### config.mk
export PLATFORM = sky130hd
export DESIGN_NAME = pattern_player
export DESIGN_NICKNAME = d
export VERILOG_FILES = /design/src/rtl/pattern_pkg.sv /design/src/rtl/symbol_ram.sv /design/src/rtl/pattern_player.sv
export SDC_FILE = /design/constraint.sdc
export NUM_CORES = 1
export LEC_CHECK = 0
export ABC_AREA = 1
export ABC_CLOCK_PERIOD_IN_PS = 2800
export CAP_MARGIN = 25
export CORE_MARGIN = 3
export CORE_UTILIZATION = 60
export DETAILED_ROUTE_END_ITERATION = 10
export PLACE_DENSITY_LB_ADDON = 0.08
export REMOVE_ABC_BUFFERS = 1
export SKIP_LAST_GASP = 1
export SLEW_MARGIN = 20
export SYNTH_ARGS = -nofsm -noshare
export SYNTH_HDL_FRONTEND = slang
export SYNTH_HIERARCHICAL = 1
export SYNTH_SLANG_ARGS = --single-unit
### constraint.sdc
create_clock -name clk -period 2.8 [get_ports clk]
set_clock_uncertainty 0.2 [all_clocks]
set_input_delay 0.56 -clock clk [delete_from_list [all_inputs] [get_ports clk]]
set_output_delay 0.56 -clock clk [all_outputs]
set_load 0.1 [all_outputs]
### src/rtl/pattern_pkg.sv
// Shared types for the pattern player: FSM states, the 2-bit symbol and its lamp decode.
package pattern_pkg;

  typedef enum logic [2:0] {
    IDLE,
    FETCH,
    SHOW,
    GAP,
    DONE
  } state_t;

  typedef logic [1:0] symbol_t;

  function automatic logic [3:0] symbol_to_led(input symbol_t sym);
    logic [3:0] led;
    case (sym)
      2'd0:    led = 4'b0001;
      2'd1:    led = 4'b0010;
      2'd2:    led = 4'b0100;
      default: led = 4'b1000;
    endcase
    return led;
  endfunction

endpackage

### src/rtl/symbol_ram.sv
// DEPTH x 2-bit register file holding the stored sequence; synchronous write, asynchronous read.
module symbol_ram
  import pattern_pkg::*;
#(
  parameter int DEPTH = 16,
  parameter int AW    = $clog2(DEPTH)
) (
  input  logic          clk,
  input  logic          we,
  input  logic [AW-1:0] waddr,
  input  symbol_t       wdata,
  input  logic [AW-1:0] raddr,
  output symbol_t       rdata
);

  symbol_t mem [DEPTH];

  // NOTE: storage carries no reset; length bounds every read, so stale entries are never shown.
  always_ff @(posedge clk) begin
    if (we) mem[waddr] <= wdata;
  end

  assign rdata = mem[raddr];

endmodule

### src/rtl/pattern_player.sv
// Records random 2-bit symbols fetched from an upstream LFSR and plays them back on a one-hot
// lamp, each symbol lit for ON_TICKS prescaler strobes followed by an OFF_TICKS dark gap.
module pattern_player
  import pattern_pkg::*;
#(
  parameter int DEPTH     = 16,
  parameter int ON_TICKS  = 4,
  parameter int OFF_TICKS = 2,
  localparam int IDX_W    = $clog2(DEPTH),
  localparam int LEN_W    = IDX_W + 1
) (
  input  logic             clk,
  input  logic             rst,
  input  logic [7:0]       lfsr_out,
  input  logic             lfsr_valid,
  output logic             lfsr_enable,
  input  logic             append,
  input  logic             play,
  input  logic             clear,
  input  logic             tick,
  output logic [3:0]       led,
  output logic [LEN_W-1:0] length,
  output logic             full,
  output logic             busy,
  output logic             play_done
);

  localparam int CNT_MAX = (ON_TICKS > OFF_TICKS) ? ON_TICKS : OFF_TICKS;
  localparam int CNT_W   = (CNT_MAX > 1) ? $clog2(CNT_MAX) : 1;

  state_t           state, state_next;
  logic [IDX_W-1:0] index;
  logic [CNT_W-1:0] tick_cnt;
  symbol_t          rd_sym;
  logic             ram_we;
  logic             on_end, off_end, last_sym;
  logic             unused_lfsr_bits;

  assign unused_lfsr_bits = ^lfsr_out[7:2];

  // Only the low two LFSR bits form a symbol; a write squashed by reset never lands.
  assign ram_we = rst && (state == FETCH) && lfsr_valid;

  symbol_ram #(.DEPTH(DEPTH)) u_ram (
    .clk   (clk),
    .we    (ram_we),
    .waddr (length[IDX_W-1:0]),
    .wdata (lfsr_out[1:0]),
    .raddr (index),
    .rdata (rd_sym)
  );

  assign on_end   = tick && (tick_cnt == CNT_W'(ON_TICKS - 1));
  assign off_end  = tick && (tick_cnt == CNT_W'(OFF_TICKS - 1));
  assign last_sym = ({1'b0, index} == (length - LEN_W'(1)));

  assign full        = (length == LEN_W'(DEPTH));
  assign busy        = (state != IDLE);
  assign lfsr_enable = (state == FETCH);
  assign play_done   = (state == DONE);
  assign led         = (state == SHOW) ? symbol_to_led(rd_sym) : 4'b0000;

  // NOTE: sequential state uses non-blocking assignments so every register samples pre-edge values.
  always_ff @(posedge clk) begin
    if (!rst) begin
      state    <= IDLE;
      length   <= '0;
      index    <= '0;
      tick_cnt <= '0;
    end else begin
      state <= state_next;
      case (state)
        IDLE: begin
          if (clear) begin
            length <= '0;
          end else if (play) begin
            index    <= '0;
            tick_cnt <= '0;
          end
        end
        FETCH: begin
          if (lfsr_valid) length <= length + LEN_W'(1);
        end
        SHOW: begin
          if (on_end)    tick_cnt <= '0;
          else if (tick) tick_cnt <= tick_cnt + CNT_W'(1);
        end
        GAP: begin
          if (off_end) begin
            tick_cnt <= '0;
            if (!last_sym) index <= index + IDX_W'(1);
          end else if (tick) begin
            tick_cnt <= tick_cnt + CNT_W'(1);
          end
        end
        default: ;
      endcase
    end
  end

  // NOTE: state_next is defaulted before the case so no path through this block infers a latch.
  always_comb begin
    state_next = state;
    case (state)
      IDLE: begin
        if (clear)                 state_next = IDLE;
        else if (play)             state_next = (length == '0) ? DONE : SHOW;
        else if (append && !full)  state_next = FETCH;
      end
      FETCH:   if (lfsr_valid) state_next = IDLE;
      SHOW:    if (on_end)     state_next = GAP;
      GAP:     if (off_end)    state_next = last_sym ? DONE : SHOW;
      DONE:    state_next = IDLE;
      default: state_next = IDLE;
    endcase
  end

endmodule

### Word level (Yosys, flattened, before mapping)

Memory sizes are Yosys's and may differ from the RTL's. A register that Yosys moved wholly into a read port is not among the register bits.
Cells that the tools add are included.

| word-level totals | value |
|---|---|
| RAM bits | 32 |
| memories | 1 |
| register bits | 14 |
| input port bits | 15 |
| output and inout port bits | 13 |

| operators by class | value |
|---|---|
| multiplexer cells | 29 |
| reduce and logical (&&, ||, !) cells | 17 |
| add/sub/neg operators | 4 |
| eq/ne operators | 18 |

Memories:

| memory | depth | bits a word | rd ports | clocked after Yosys merged registers in | wr ports | line | text |
|---|---|---|---|---|---|---|---|
| u_ram.mem | 16 | 2 | 1 | 1 | 1 | symbol_ram.sv:16 | `symbol_t mem [DEPTH];` |

Operators with widths:

| kind | number |
|---|---|
| $mux W4 | 7 |
| $mux W3 | 8 |
| $ne A2 B2 Y1 const B | 7 |
| $pmux W3 S4 | 1 |
| $pmux W4 S3 | 1 |
| $mux W2 | 5 |
| $mux W5 | 2 |
| $pmux W5 S2 | 1 |
| $pmux W4 S2 | 1 |
| $eq A3 B2 Y1 const B | 2 |
| $pmux W2 S3 | 1 |
| $reduce_and A3 Y1 | 2 |
| $reduce_bool A3 Y1 | 2 |
| $add A5 B1 Y5 const B | 1 |
| $eq A4 B5 Y1 | 1 |
| $eq A5 B5 Y1 const B | 1 |
| $logic_and A1 B1 Y1 | 5 |
| $logic_not A5 Y1 | 1 |
| $reduce_and A5 Y1 | 1 |
| $sub A5 B1 Y5 const B | 1 |
| $add A4 B1 Y4 const B | 1 |
| $eq A2 B1 Y1 const B | 2 |
| $eq A2 B2 Y1 const B | 2 |
| $ne A4 B4 Y1 const B | 1 |
| other kinds (9) | 11 |

### Depth between registers and ports, before layout

| depth | value |
|---|---|
| depth after elaboration | 7 |
| gate-level depth with buffers | 12 |
| mapped depth without buffers | 12 |

### Hierarchy

Netlist, hierarchy kept.

By module, submodules not included:

| module | times used | area an instance (um2) | cells each | sequential area each (um2) |
|---|---|---|---|---|
| symbol_ram | 1 | 1491.4 | 157 | 960.9 |
| pattern_player | 1 | 1043.5 | 166 | 280.3 |

### Least setup slack after synthesis

Ideal clock, no wire load.

| path | value |
|---|---|
| path type | reg-to-output |
| start point | register index[0] (netlist name) |
| end point | output led[1] |
| buffers on the path | 2 |
| setup slack | -1.106 ns |
| data required time | 2.040 ns |
| cell stages (with the launch flop) | 11 |
| arrival | 3.146 ns |
| path through | dfxtp_1 > buf_6 > inv_4 > buf_6 > nand2_1 > nand3_1 > nand3_1 > nand3_1 > nand2_1 > inv_1 > nor3_1 |

RTL lines:

| item | line | text |
|---|---|---|
| end: declaration | pattern_player.sv:21 | `output logic [3:0] led,` |

==> flow_summary.toml <==
[cts]
clk_pin_slew_worst_paths_ps = 80
clk_latency_ps = 300
h-tree-depth = 2
cts_inserted_buffers = 5
cts_tree = "done"
hold_buffers = 0
clock-sinks = 46
cts-root-buf = "clkbuf_8"
clk_path_buf_depth = 2

[placement]
gp_congestion = 0.884
dp.cells = 395
dp_hpwl_um = 3770
io_buffer_count = 21

[grt]
grt_first_pass_wirelength_um = 9050
grt_antenna_before_repair = 0
first_global_vias = 1998
grt-ovfl-total = 0
grt_max_degree = 17
grt_use_total_pct = 22.7

[layout]
drive_gt1_share_pct = 15.0
final_nets = 372
num_antenna_cells = 0
n_fill_cell = 317
area_growth_pct = 17.1
stdcell_count = 403

[worst_setup_path]
cp.arrival_ps = 2010
reg2reg_depth = 11
crit_type = "reg2out"
start_kind = "flop"
crit_fanout = 9
cp.required_ps = 2040
cp-end-kind = "primary output"

[pwr]
cellLeakagePower_nw = 1.28
powerDensity_nw_per_um2 = 643
ir_drop_mv = 0.483

[yosys]
synth_area_um2 = 2530
synth-seq-cells = 46
syn_avg_cell_area_um2 = 7.85
ys_types = 32
synth-seq-area-share_pct = 49.0
synthesis.instances = 323
synth.area.top_cells = "edfxtp_1 (38%), nand2_1 (14%), dfxtp_1 (11%)"
synth_largest_area_cell = "edfxtp_1"
yosysTopAreaCellShare_pct = 37.9
ys_warn_count = 6

[routing]
firstDrtPassIters = 4
post-route-drc-count = 0
dr.first_iter.drc_count = 205
ant_nets = 0
via_per_inst = 5.34
vias = 2151
wire_per_inst_um = 13.1
routed_wl_um = 5290

[sta]
slew_violations = 0
period_share_pct = 98.9
hold_slack_ps = 351
worstMarginPinSlew_ps = 541
rsz0062_at_grt = "true"
slew_headroom_pct = 63.8
fmax_mhz = 361
setup_viol = 0
final_hold_viol_count = 0
layout_min_cycle_time_ps = 2770

[floorplan]
dieHeight_um = 71
die_x_um = 71
core_um2 = 4030
initial_utilization_pct = 62.9
ioPinCount = 28
dieArea_um2 = 5040
num_rows = 23

[min_path]
holdCritPathClass = "reg2reg"
min_path_cells = 2

[job]
cap_violations = 0

[run_status]
status = "finished clean"
[state kept, by name, summed over array words and instances, names as in the netlist]
name,cells
state,3
index,4
tick_cnt,2
u_ram/mem,32
length,5
[worst max-delay path: stages, from the launching register on]
cell and delay, ps:
dfxtp_2 440, buf_4 200, nand2_1 60, nand2_1 60, nand2_1 50, nand3_1 70
nand3_1 60, nand2_1 130, inv_1 90, nor3_1 330, buf_12 220
[layout by cell type (no fill, tap or decap), types with 2 or more instances in the layout]
cell / Yosys / routed
edfxtp_1: 32 / 32
inv_2: 10 / 10
o21ai_0: 3 / 3
xor2_1: 2 / 2
nand2_2: 4 / 4
a21oi_1: 13 / 13
nor3_2: 1 / 4
nand3b_1: 4 / 4
nand2_1: 94 / 94
inv_1: 43 / 43
buf_4: 1 / 13
clkbuf_8: 0 / 5
buf_12: 0 / 5
dfxtp_2: 0 / 2
o21ai_1: 2 / 2
dfxtp_1: 14 / 12
nand3_1: 36 / 36
nor3_1: 10 / 7
clkdlybuf4s50_1: 0 / 8
nor2_1: 32 / 32
ha_1: 5 / 5
nor2_2: 2 / 2
[power breakdown]
group          internal (W)  switching [W]  leakage [nW]  total [W]
sequential         0.000752      0.0000411         0.402   0.000793
clock              0.000266       0.000219        0.0514   0.000485
combinational      0.000172       0.000460         0.827   0.000632
total               0.00119       0.000720          1.28    0.00191
[cells by family (layout without fill, tap and decap cells)]
logic type	count (synthesis)	count (layout)	synth area share, %
AO/OA/AOI/OAI	22	22	5.08
XOR/XNOR	3	3	1.04
adder cells (fa/ha/maj)	5	5	2.47
buffers and inverters	60	90	9.82
flip-flops	46	46	49.0
AND/OR/NAND/NOR	187	187	32.6
[cells in the mapped netlist, drive strengths merged]
cell type and number:
buf 4, inv 54, nand4 1, nor3 12, nor4 1, nand2 98
xor2 2, nand3 37, a21oi 14, a31oi 1, edfxtp 32, xnor2 1
dfxtp 14, ha 5, nand3b 4, o21ai 6, nor2 34, clkinv 2
o31ai 1
[timing repair]
action,CTS,global route
endpoints found under the hold margin,0,0
setup buffers,0,0
endpoints found under the setup margin,4,4
pin swaps,0,0
resized for setup,1,4
[per-layer routing]
metal | GRT usage (%) | wire length (µm) | up-vias | part of all wire [%]
met2 | 34.6 | 2510 | 76 | 47
li1 | - | - | 1094 | -
met3 | 5.26 | 429 | 6 | 8.1
met4 | 6.47 | 54 | 0 | 1.0
met1 | 32.8 | 2300 | 975 | 44
met5 | 0 | 0 | - | 0
[area by class of cell]
class | count | area, µm² | area share [%]
clock buffers | 6 | 72.6 | 2.45
flip-flops and latches | 46 | 1240 | 41.9
inverters | 56 | 214 | 7.21
repair buffers | 26 | 278 | 9.36
clock inverters | 2 | 37.5 | 1.26
multi-input cells | 217 | 1060 | 35.7
well taps | 50 | 62.6 | 2.11
[final timing paths]
check / start / to / slack [ps]
max: index[0] / led[2] / 30
min: length[4] / length[4] / 350
max reg2reg: length[0] / index[3] / 570
min reg2reg: length[4] / length[4] / 350
[through the flow]
step                      setup WS [ps]  TNS, ps  power, W  util [%]  cell area [µm²]
after detailed placement            246        0   0.00143      70.5             2840
after global placement              271        0   0.00142      70.5             2840
after CTS                          14.0        0   0.00191      73.3             2950
after global routing              -82.4     -109   0.00201      73.7             2970
final                              29.9        0   0.00191      73.7             2970
after floorplan                   -1250   -13390   0.00129         -             2500
Power figures use the tool's default switching activity.
